## config.mk

```make
export PLATFORM = sky130hd
export DESIGN_NAME = regfile_wr_arb
export DESIGN_NICKNAME = d
export VERILOG_FILES = /design/src/rtl/regfile_pkg.sv /design/src/rtl/arb_select.sv /design/src/rtl/regfile_wr_arb.sv
export SDC_FILE = /design/constraint.sdc
export NUM_CORES = 1
export LEC_CHECK = 0
export ABC_AREA = 1
export CORE_AREA = 2 2 111 113
export CTS_CLUSTER_SIZE = 30
export DETAILED_ROUTE_END_ITERATION = 10
export DIE_AREA = 0 0 113 115
export DONT_BUFFER_PORTS = 1
export PLACE_DENSITY = 0.37
export SLEW_MARGIN = 30
export SYNTH_ARGS = -nofsm -noshare
export SYNTH_HDL_FRONTEND = slang
export SYNTH_SLANG_ARGS = --single-unit
```

## constraint.sdc

```tcl
create_clock -name clk -period 1.5 [get_ports clk]
set_input_delay 0.225 -clock clk [delete_from_list [all_inputs] [get_ports clk]]
set_output_delay 0.225 -clock clk [all_outputs]
set_load 0.03 [all_outputs]
```

## src/rtl/regfile_pkg.sv

```systemverilog
// Shared constants and helpers for the register-file write arbiter.
package regfile_pkg;

    localparam int unsigned CNT_W = 16;

    function automatic int unsigned addr_w(input int unsigned depth);
        return (depth > 1) ? int'($clog2(depth)) : 1;
    endfunction

endpackage

```

## src/rtl/arb_select.sv

```systemverilog
// One-hot grant selection: scans requesters starting just after ptr, first valid wins.
module arb_select #(
    parameter int unsigned N_REQ = 2,
    localparam int unsigned PTR_W = $clog2(N_REQ)
) (
    input  logic [N_REQ-1:0] valid,
    input  logic [PTR_W-1:0] ptr,
    input  logic             hold,
    output logic [N_REQ-1:0] grant
);

    logic [PTR_W-1:0] idx;
    logic             found;

    always_comb begin
        grant = '0;
        idx   = ptr;
        found = 1'b0;
        for (int unsigned i = 0; i < N_REQ; i++) begin
            idx = (idx == PTR_W'(N_REQ - 1)) ? '0 : idx + 1'b1;
            if (!found && valid[idx]) begin
                grant[idx] = 1'b1;
                found      = 1'b1;
            end
        end
        if (hold) begin
            grant = '0;
        end
    end

endmodule

```

## src/rtl/regfile_wr_arb.sv

```systemverilog
// Arbitrates N_REQ write requesters onto a single regfile write port with read-hazard flags.
// Define REGFILE_WR_ARB_RR_EN for round-robin; otherwise fixed priority (lowest index wins).
module regfile_wr_arb
    import regfile_pkg::*;
#(
    parameter int unsigned WIDTH = 32,
    parameter int unsigned DEPTH = 32,
    parameter int unsigned N_REQ = 2,
    localparam int unsigned ADDR_W = addr_w(DEPTH)
) (
    input  logic                    clk,
    input  logic                    rst,
    input  logic [N_REQ-1:0]        i_req_valid,
    input  logic [N_REQ*ADDR_W-1:0] i_req_addr,
    input  logic [N_REQ*WIDTH-1:0]  i_req_data,
    output logic [N_REQ-1:0]        o_req_ready,
    input  logic                    i_hold,
    output logic                    o_wr_en,
    output logic [ADDR_W-1:0]       o_wr_addr,
    output logic [WIDTH-1:0]        o_wr_data,
    input  logic [ADDR_W-1:0]       i_rd1_addr,
    input  logic [ADDR_W-1:0]       i_rd2_addr,
    output logic                    o_rd1_hazard,
    output logic                    o_rd2_hazard,
    output logic [CNT_W-1:0]        o_wr_count
);

    localparam int unsigned PTR_W = $clog2(N_REQ);

    logic [ADDR_W-1:0] req_addr [N_REQ];
    logic [WIDTH-1:0]  req_data [N_REQ];
    logic [N_REQ-1:0]  grant;
    logic [PTR_W-1:0]  ptr;
    logic [PTR_W-1:0]  grant_idx;
    logic [PTR_W-1:0]  scan;
    logic              xfer;

    logic              wr_en_q;
    logic [ADDR_W-1:0] wr_addr_q;
    logic [WIDTH-1:0]  wr_data_q;
    logic [CNT_W-1:0]  wr_count_q, wr_count_d;

    for (genvar g = 0; g < N_REQ; g++) begin : g_unpack
        assign req_addr[g] = i_req_addr[g*ADDR_W +: ADDR_W];
        assign req_data[g] = i_req_data[g*WIDTH +: WIDTH];
    end

    arb_select #(
        .N_REQ (N_REQ)
    ) u_arb_select (
        .valid (i_req_valid),
        .ptr   (ptr),
        .hold  (i_hold),
        .grant (grant)
    );

    assign o_req_ready = rst ? '0 : grant;
    assign xfer        = |o_req_ready;

    always_comb begin
        grant_idx = '0;
        scan      = '0;
        for (int unsigned i = 0; i < N_REQ; i++) begin
            if (o_req_ready[scan]) begin
                grant_idx = scan;
            end
            scan = scan + 1'b1;
        end
    end

`ifdef REGFILE_WR_ARB_RR_EN
    logic [PTR_W-1:0] ptr_q;

    always_ff @(posedge clk) begin
        if (rst) begin
            ptr_q <= PTR_W'(N_REQ - 1);
        end else if (xfer) begin
            ptr_q <= grant_idx;
        end
    end

    assign ptr = ptr_q;
`else
    // Constant start point makes the scan begin at index 0: plain fixed priority.
    assign ptr = PTR_W'(N_REQ - 1);
`endif

    // Count is bumped on the edge that launches the write, so it includes the visible one.
    always_comb begin
        wr_count_d = wr_count_q;
        if (xfer && (wr_count_q != '1)) begin
            wr_count_d = wr_count_q + 1'b1;
        end
    end

    always_ff @(posedge clk) begin
        if (rst) begin
            wr_en_q    <= 1'b0;
            wr_addr_q  <= '0;
            wr_data_q  <= '0;
            wr_count_q <= '0;
        end else begin
            wr_en_q    <= xfer;
            wr_count_q <= wr_count_d;
            if (xfer) begin
                wr_addr_q <= req_addr[grant_idx];
                wr_data_q <= req_data[grant_idx];
            end
        end
    end

    // Reset cancels a write already sitting in the output stage.
    assign o_wr_en      = wr_en_q & ~rst;
    assign o_wr_addr    = wr_addr_q;
    assign o_wr_data    = wr_data_q;
    assign o_wr_count   = wr_count_q;
    assign o_rd1_hazard = o_wr_en && (i_rd1_addr == wr_addr_q);
    assign o_rd2_hazard = o_wr_en && (i_rd2_addr == wr_addr_q);

endmodule

```

After elaboration in Yosys (flattened, before gate mapping)

Cells that the tools add are included.

Register bits after elaboration: 54
Input bits: 89
Word-level logic and storage cells: 30
Output and inout port bits: 58

Magnitude comparators: 1
Eq/ne operators: 3
Bitwise operators: 3
Multiplexer cells: 12
Reductions and logical operators: 6
Add/subtract/negate cells: 1

Operators with widths:

| cell                                                             | number |
|---|---|
| 32-bit 2-to-1 mux                                                | 3 |
| 16-bit by 1-bit adder with 16-bit output (second input constant) | 1 |
| 16-bit != test (second input constant)                           | 1 |
| 5-bit 2-to-1 mux                                                 | 3 |
| 5-bit equality test                                              | 2 |
| 2-bit 2-to-1 mux                                                 | 3 |
| 1-bit logical AND                                                | 4 |
| 1-bit 2-to-1 mux                                                 | 3 |
| 2-bit >= comparator (second input constant)                      | 1 |
| 1-bit NOT with 2-bit output                                      | 1 |
| 2-bit OR reduction                                               | 1 |
| 1-bit AND                                                        | 1 |
| 1-bit zero test                                                  | 1 |
| 1-bit NOT                                                        | 1 |

Longest topological paths before layout

Gate-level depths: netlist (run 1).

Depth in word-level cells: 11
Mapped depth: 9

Hierarchy

From an unflattened synthesis (run 1), not the netlist that was laid out.

Cells, all modules: 398
Area total of the unflattened synthesis: 2,765.2 sq um

Modules (own cells, without submodules):

| module         | times used | area each (sq um) | cells an instance |
|---|---|---|---|
| regfile_wr_arb | 1          | 2,731.4           | 389 |
| arb_select     | 1          | 33.8              | 9 |

Worst setup path before layout (run 1)

OpenSTA, ideal clock, no wires.

Path type: reg-to-output
Start: register wr_addr_q[3], in the netlist o_wr_addr[3]
End: output port o_rd2_hazard
Buffers on the path: 0
Stages on the path, launching flop included: 5
Data arrival time: 1.761 ns
Slack: -0.486 ns
Data required time: 1.275 ns
Cells stage by stage: dfxtp_1 inv_1 nand2_1 o21ai_0 nor4_1

Longest elaborated chain between the ends: 2

Ends and longest elaborated chain:

| what                   | RTL line              | RTL |
|---|---|---|
| start, declared        | regfile_wr_arb.sv:39  | `logic [ADDR_W-1:0] wr_addr_q;` |
| start signal, assigned | regfile_wr_arb.sv:106 | `wr_addr_q <= req_addr[grant_idx];` |
| 5-bit equality test    | regfile_wr_arb.sv:118 | `assign o_rd2_hazard = o_wr_en && (i_rd2_addr == wr_addr_q);` |
| 1-bit logical AND      | regfile_wr_arb.sv:118 |  |
| end, declared          | regfile_wr_arb.sv:24  | `output logic o_rd2_hazard,` |

No other way between the ends.

Worst setup path in the final report (run 1)

Start: register wr_addr_q[2], in the netlist o_wr_addr[2]
End: output port o_rd2_hazard

The elaborated chain is that of the path after synthesis.

==> results of run 1 <==
per-stage QoR:
stage | hold WS [ps] | total power, mW | instance area [um^2] | setup WS [ps] | instances
floorplan | 407.7 | 1.954 | 2917 | -174.3 | 423
global route | 178.4 | 3.313 | 3412 | -107.6 | 588
global placement | 468.5 | 2.048 | 3257 | 136.1 | 581
finish | 178.1 | 3.127 | 3412 | 9.442 | 588
CTS | 167.3 | 3.225 | 3406 | -17.19 | 588
detailed placement | 474.3 | 2.051 | 3257 | 113.0 | 581
logic make-up after synthesis:
| kind of cell | count (synthesis) | synth area share [%] |
|---|---|---|
| XOR/XNOR | 3 | 0.9053 |
| adder cells (fa/ha/maj) | 1 | 0.4310 |
| buffers and inverters | 80 | 13.23 |
| AO/OA/AOI/OAI | 57 | 13.41 |
| flip-flops | 54 | 37.24 |
| AND/OR/NAND/NOR | 228 | 34.78 |
worst max-delay path, delay by kind of cell, from the launching register on:
family                 cells  cell delay, ps
DFF                        1             380
buffers and inverters      2             240
and+or+nand+nor            2             270
AOI/OAI and AO/OA          1              90
power by group through the flow:
stage	combinational (mW)	clock, mW	sequential [mW]
after floorplan	0.245	0	1.71
after global placement	0.347	0	1.70
after detailed placement	0.351	0	1.70
after CTS	0.356	1.20	1.67
after global routing	0.395	1.24	1.67
final	0.346	1.11	1.67
final cells by class:
cell class	instances	area, um^2	share of cell area (%)
repair buffers	35	325.3	9.534
flip-flops and latches	54	1096	32.12
multi-input cells	289	1464	42.90
clock buffers	7	132.6	3.887
inverters	56	210.2	6.161
well taps	147	183.9	5.391
flip-flops by register name, summed over array words and instances, names as in the netlist:
| name | cells |
|---|---|
| o_wr_addr | 5 |
| o_wr_count | 16 |
| o_wr_data | 32 |
| wr_en_q | 1 |
layer usage:
layer  wire length, um  vias up
met5                 0        -
met1              3456     1190
met3               895        5
li1                  -     1406
met4                90        0
met2              3704       88
cells in the mapped netlist (all sizes together):
cell type / n / area, um^2
o211ai: 38 / 285.3
a21oi: 14 / 70.07
nand3b: 2 / 18.77
nand3: 58 / 295.3
inv: 56 / 210.2
ha: 1 / 12.51
nor2: 44 / 200.2
buf: 21 / 162.7
o21ai: 3 / 18.77
nand4: 1 / 21.27
or2: 1 / 6.260
nor3: 2 / 10.01
dfxtp: 54 / 1081
xnor2: 3 / 26.28
o2111ai: 1 / 8.760
clkbuf: 3 / 11.26
o22ai: 1 / 6.260
nor4: 1 / 6.260
nand2: 119 / 451.7
how the worst max path moves through the flow:
stage | end | slack [ps] | cells past startpoint
2_1_floorplan | o_rd2_hazard | -170 | 4
3_3_place_gp | o_wr_count[14]$_SDFFE_PP0P_ | 140 | 7
3_5_place_dp | o_wr_count[13]$_SDFFE_PP0P_ | 110 | 7
4_1_cts | o_rd2_hazard | -20 | 5
5_1_grt | o_rd2_hazard | -110 | 5
6_report | o_rd2_hazard | 9 | 5
repair_timing:
action,CTS,global route
endpoints found under the setup margin,2,3
hold buffers,0,0
pin swaps,2,1
resized for setup,11,3
==> results.txt, run 1 <==
yosys warns = 0
Sequential Power Share = 53.3%
Num CTS Buffers = 5
synthesis-to-finish area growth = 17.54%
initial antenna violation count = 0
Leak = 1.551 nW
worst-path cell with the longest stage delay = dfxtp_4
row cnt = 40
CP max FO = 4
violated checks = design-rule violations
R2R cell count = 7
clk sink count = 54
switching power = 0.8719 mW
critical path class = flip-flop to primary output
GP Congestion = 0.7278
Setup Viol. Count Final = 0
relative slew slack = 72.36%
Die Footprint = 13000 um^2
vias in the first global route = 2456
RSZ-0062 raised after global routing = true
die height = 115 um
met1 usage = 15.15%
most frequent cells in the layout = nand2_1 (116), nand3_1 (56), inv_1 (46), dfxtp_1 (46)
max-slew violations = 0
Via density = 4.573
root buffer cell = clkbuf_16
Int Pwr = 2.255 mW
setup TNS = 0 ps
first-pass GRT wire length = 12610 um
CP Data Required Time = 1270 ps
sw frac = 27.88%
syn_nets = 513
number of distinct library cells after synthesis = 28
Nets = 531
CP max stage delay = 380 ps
Core Util, Final = 28.89%
minimum clock period = 1491 ps
clk_skew = 10.90 ps
Logic pwr share = 11.1%
port buffer count = 0
Iteration-0 DRC Markers = 100
GRT Util Overall = 12.29%
Seq/Total Area, Yosys = 37.24%
Startpoint Class = flip-flop
clock buffer depth = 2
clock group share of total power = 35.6%
Die Wd = 113 um
Hold Crit Class = input port to flip-flop
worst-path cell chain = inv_2 > nand2_1 > o211ai_1 > nor4_2 > buf_4
met3 GRT Util = 4.692%
maximum VDD drop = 0.0003985 V
status = finished with violations
worst skew pair latency = 290 ps
crit share post-route = 99.37%
r2r setup slk = 110 ps
Initial Util = 24.58%
Antenna Cells = 0
Pre-antenna DRT Iters = 7
Highest Clock Rate = 670.9 MHz
CP endpoint kind = primary output
layout cells sized above 1 = 17.23%
WP data arrival = 1270 ps
Most Used Layer, Global Route = met2
Worst Setup SP = o_wr_addr[2]$_SDFFE_PP0P_
#FFs+latches synth = 54
Clk pin slew, worst setup/hold paths = 70 ps
Core ar. = 11810 um^2
GRT met2 Usage = 20.04%
# fillers = 1365
hold endpoint = o_wr_data[18]$_SDFFE_PP0P_
Hold Vio Cnt, Final = 0
Post-DRT Antenna Nets = 0
commonest non-fill, non-tap cell in the layout = nand2_1
# Max-Cap Violations = 0
setup repair bufs after CTS = 0
Routed wire per std cell = 13.86 um
Total Wirelength = 8147 um
worst slew pin tran = 414.0 ps
Syn Inst Count = 423
GRT overflow = 0
DP HPWL = 6130 um
syn_area_per_cell = 6.862 um^2
largest net degree at the start of global routing = 54
RR Endpoint = o_wr_count[13]$_SDFFE_PP0P_
DRC Markers = 15
IO Count = 147
Cells on Worst Hold Path = 4
R2R Path Start = o_wr_count[1]$_SDFFE_PP0P_
worst hold start = i_req_data[50]
via count = 2689
Post-Syn Area = 2903 um^2
Power per Cell Area = 916.5 nW/um^2
TritonCTS clock tree = done
H-Tree Depth = 2
Power figures use the tool's default switching activity.
==> inputs of run 2 (changes only) <==
Settings changed: ABC_AREA 1 to 0, CORE_AREA 2 2 111 113 to 8 8 115 117, DIE_AREA 0 0 113 115 to 0 0 123 125, PLACE_DENSITY 0.37 to unset.
==> run 2 against run 1 <==
Compared with the run above:
- critical path depth increased by 1
- sequential share of layout area decreased by 1.2 points
- worst setup slack got worse by 31 ps
- largest power group unchanged
- sequential power about the same
- largest cell class unchanged
- utilization grew 2.3 points
- wire length rose by 4.2%
- clock-buffer cell count stayed put
- the run ends with negative hold slack, negative setup slack left
- register-to-register slack worse by 130 ps
- total power rose by 2.3%
- critical path type is now flip-flop to flip-flop
==> results.txt, run 2 <==
number of distinct library cells after synthesis = 50 (+79%)
EDFF count, synth = 0 (unchanged)
WHS = -9.492 ps (-187.5 ps)
setup TNS = -57.80 ps (-57.80 ps)
Antenna Cells = 0 (unchanged)
Hold Vio Cnt, Final = 7 (+7)
Worst path top cell family by delay = simple AND/OR/NAND/NOR gates
Post-Syn Area = 2805 um^2 (-3.4%)
worst slew pin tran = 354.0 ps (-60.06 ps)
r2r setup slk = -20 ps (-130 ps)
DRC Markers = 0 (-15)
max reg flops = 32 (unchanged)
CP most frequent cell = buf_4
R2R Path Start = o_wr_count[8]$_SDFFE_PP0P_
CP Data Required Time = 1710 ps (+440 ps)
Sequential Power Share = 51.7% (-1.6 points)
die height = 125 um (+8.7%)
clk sink count = 54 (unchanged)
RSZ-0062 raised after global routing = true
clock buffer depth = 2 (unchanged)
critical path class = flip-flop to flip-flop
worst hold start = rst
Syn Inst Count = 285 (-33%)
largest net degree at the start of global routing = 55 (+1.9%)
syn_nets = 375 (-27%)
Synth Flop Type = dfxtp_1
commonest cells in the netlist = dfxtp_1 (54), nor2_1 (39), mux2i_1 (37)
yosys warns = 0 (unchanged)
Die Wd = 123 um (+8.8%)
via count = 2319 (-14%)
Logic pwr share = 11.1% (about the same)
WP data arrival = 1740 ps (+470 ps)
# placed instances = 457 (-21%)
vias in the first global route = 2324 (-5.4%)
asr flop ratio synth = 0% (unchanged)
clk_skew = 6.555 ps (-4.346 ps)
IO Count = 147 (unchanged)
CP endpoint kind = flip-flop
worst path bufs/invs = 2 (unchanged)
port buffer count = 0 (unchanged)
violated checks = negative hold slack, negative setup slack
DP HPWL = 6510 um (+6.2%)
CP max FO = 6 (+2)
maximum VDD drop = 0.0004903 V (+23%)
most common cell in the netlist = dfxtp_1
Nets = 411 (-23%)
CP max stage delay = 420 ps (+40 ps)
worst-path cell with the longest stage delay = dfxtp_2
slack of the critical path = -21.51 ps (-30.96 ps)
switching power = 0.8798 mW (+0.92%)
Post-DRT Antenna Nets = 0 (unchanged)
#FFs+latches synth = 54 (unchanged)
synthesis-to-finish area growth = 29.22%
Highest Clock Rate = 657.2 MHz (-2.0%)
most frequent cells in the layout = buf_4 (44), nor2_1 (39), mux2i_1 (37)
Pre-antenna DRT Iters = 4 (-3)
worst skew pair latency = 300 ps (about the same)
Seq/Total Area, Yosys = 38.54% (+1.3 points)
Leak = 1.254 nW (-19%)
Iteration-0 DRC Markers = 89 (-11%)
Initial Util = 24.16% (-0.42 points)
Die Footprint = 15380 um^2 (+18%)
root buffer cell = clkbuf_16
GRT Util Overall = 10.17% (-2.1 points)
Clk pin slew, worst setup/hold paths = 70 ps (about the same)
first-pass GRT wire length = 12430 um (-1.4%)
GP Congestion = 0.7554 (+3.8%)
Worst Setup SP = o_wr_count[8]$_SDFFE_PP0P_
Power per Cell Area = 882.8 nW/um^2 (-3.7%)
Hold Crit Class = input port to flip-flop
relative slew slack = 76.37% (+4.0 points)
clock group share of total power = 37.3% (+1.7 points)
Setup Viol. Count Final = 4 (+4)
GRT overflow = 0 (unchanged)
sw frac = 27.50% (-0.38 points)
Int Pwr = 2.320 mW (+2.9%)
status = finished with violations
H-Tree Depth = 2 (unchanged)
Num CTS Buffers = 5 (unchanged)
Synth top area share = 38.54% (+1.3 points)
crit share post-route = 101.4% (+2.1 points)
syn_area_per_cell = 9.843 um^2 (+43%)
final cell count without fillers = 469 (-20%)
worst-path cell chain = nand4_2 > buf_4 > nor4_4 > buf_4 > nor2_1 > nor3_1
Core ar. = 11610 um^2 (-1.7%)
minimum clock period = 1522 ps (+30.96 ps)
synth top area cells = dfxtp_1 (39%), mux2i_1 (13%), a211oi_2 (8.9%)
TritonCTS clock tree = done
Yosys top cell by area = dfxtp_1
# Max-Cap Violations = 0 (unchanged)
max-slew violations = 0 (unchanged)
layout cells sized above 1 = 38.82% (+22 points)
initial antenna violation count = 0 (unchanged)
Routed wire per std cell = 18.10 um (+31%)
commonest non-fill, non-tap cell in the layout = buf_4
row cnt = 40 (unchanged)
Via density = 4.945 (+8.1%)
Total Wirelength = 8487 um (+4.2%)
Startpoint Class = flip-flop
## run 2: cell types whose count changed in the layout (fill, tap and decap cells not counted), sizes merged, moves of 9 or more
cell,delta
mux2i,+37
inv,-50
a211oi,+37
nand3,-54
o211ai,-38
nand4,+9
buf,+14
nand2,-111
## run 2: power by group through the flow
stage                     sequential, mW  combinational, mW  clock (mW)
after global routing                1.66              0.391        1.30
final                               1.65              0.354        1.19
after CTS                           1.65              0.355        1.25
after floorplan                     1.70              0.272           0
after global placement              1.68              0.342           0
after detailed placement            1.69              0.350           0
## run 2: final timing paths
kind | end | cells past startpoint
hold / removal | o_wr_addr[2]$_SDFFE_PP0P_ | 1
hold reg to reg | o_wr_count[5]$_SDFFE_PP0P_ | 1
setup / recovery | o_wr_count[3]$_SDFFE_PP0P_ | 6
setup reg to reg | o_wr_count[3]$_SDFFE_PP0P_ | 6
## run 2: area by class of cell
cell class                 instances  area [um^2]
clock buffer                       7        142.6
clock inverter                     1        5.005
fill                            1219         7986
inverter                           6        22.52
multi-input combinational        205         1745
sequential                        54         1121
tap                              147        183.9
timing repair buffer              49        404.1
## run 2: what timing repair did
item / CTS / global route
pin swaps: 10 / 12
hold endpoints to repair: 45 / 44
gates resized for setup: 10 / 22
setup buffers: 2 / 2
setup endpoints to repair: 10 / 17
## run 2: through the flow
step / setup slack [ps] / total power, mW / cell area, um^2 / hold WS, ps / utilization (%)
final: -21.51 / 3.200 / 3625 / -9.492 / 31.22
after global routing: -72.11 / 3.355 / 3625 / -30.82 / 31.22
after CTS: -16.82 / 3.259 / 3498 / -29.76 / 30.13
after detailed placement: -35.24 / 2.036 / 3298 / 299.0 / 28.41
after global placement: 5.125 / 2.025 / 3298 / 296.6 / 28.41
after floorplan: -70.06 / 1.969 / 2870 / 452.2 / -
## run 2: cell families after synthesis
kind of cell	after synthesis	synth area share (%)
AND/OR/NAND/NOR	91	19.09
AO/OA/AOI/OAI	65	20.16
flip-flops	54	38.54
multiplexers	38	13.60
buffers and inverters	26	5.040
XOR/XNOR	10	3.122
adder cells (fa/ha/maj)	1	0.4460
## run 2: layer usage
| layer | GRT usage (%) | share of wire (%) | wire, um |
|---|---|---|---|
| met5 | 0 | 0 | 0 |
| met4 | 3.614 | 1.2 | 99 |
| met3 | 4.815 | 12 | 1017 |
| met2 | 18.05 | 50 | 4258 |
| met1 | 10.02 | 37 | 3111 |
## run 2: worst reg2reg max path: stages (launching register included)
cell     delay (ps)
dfxtp_2         420
nand4_2         170
buf_4           200
nor4_4          250
buf_4           190
nor2_1           60
nor3_1          150
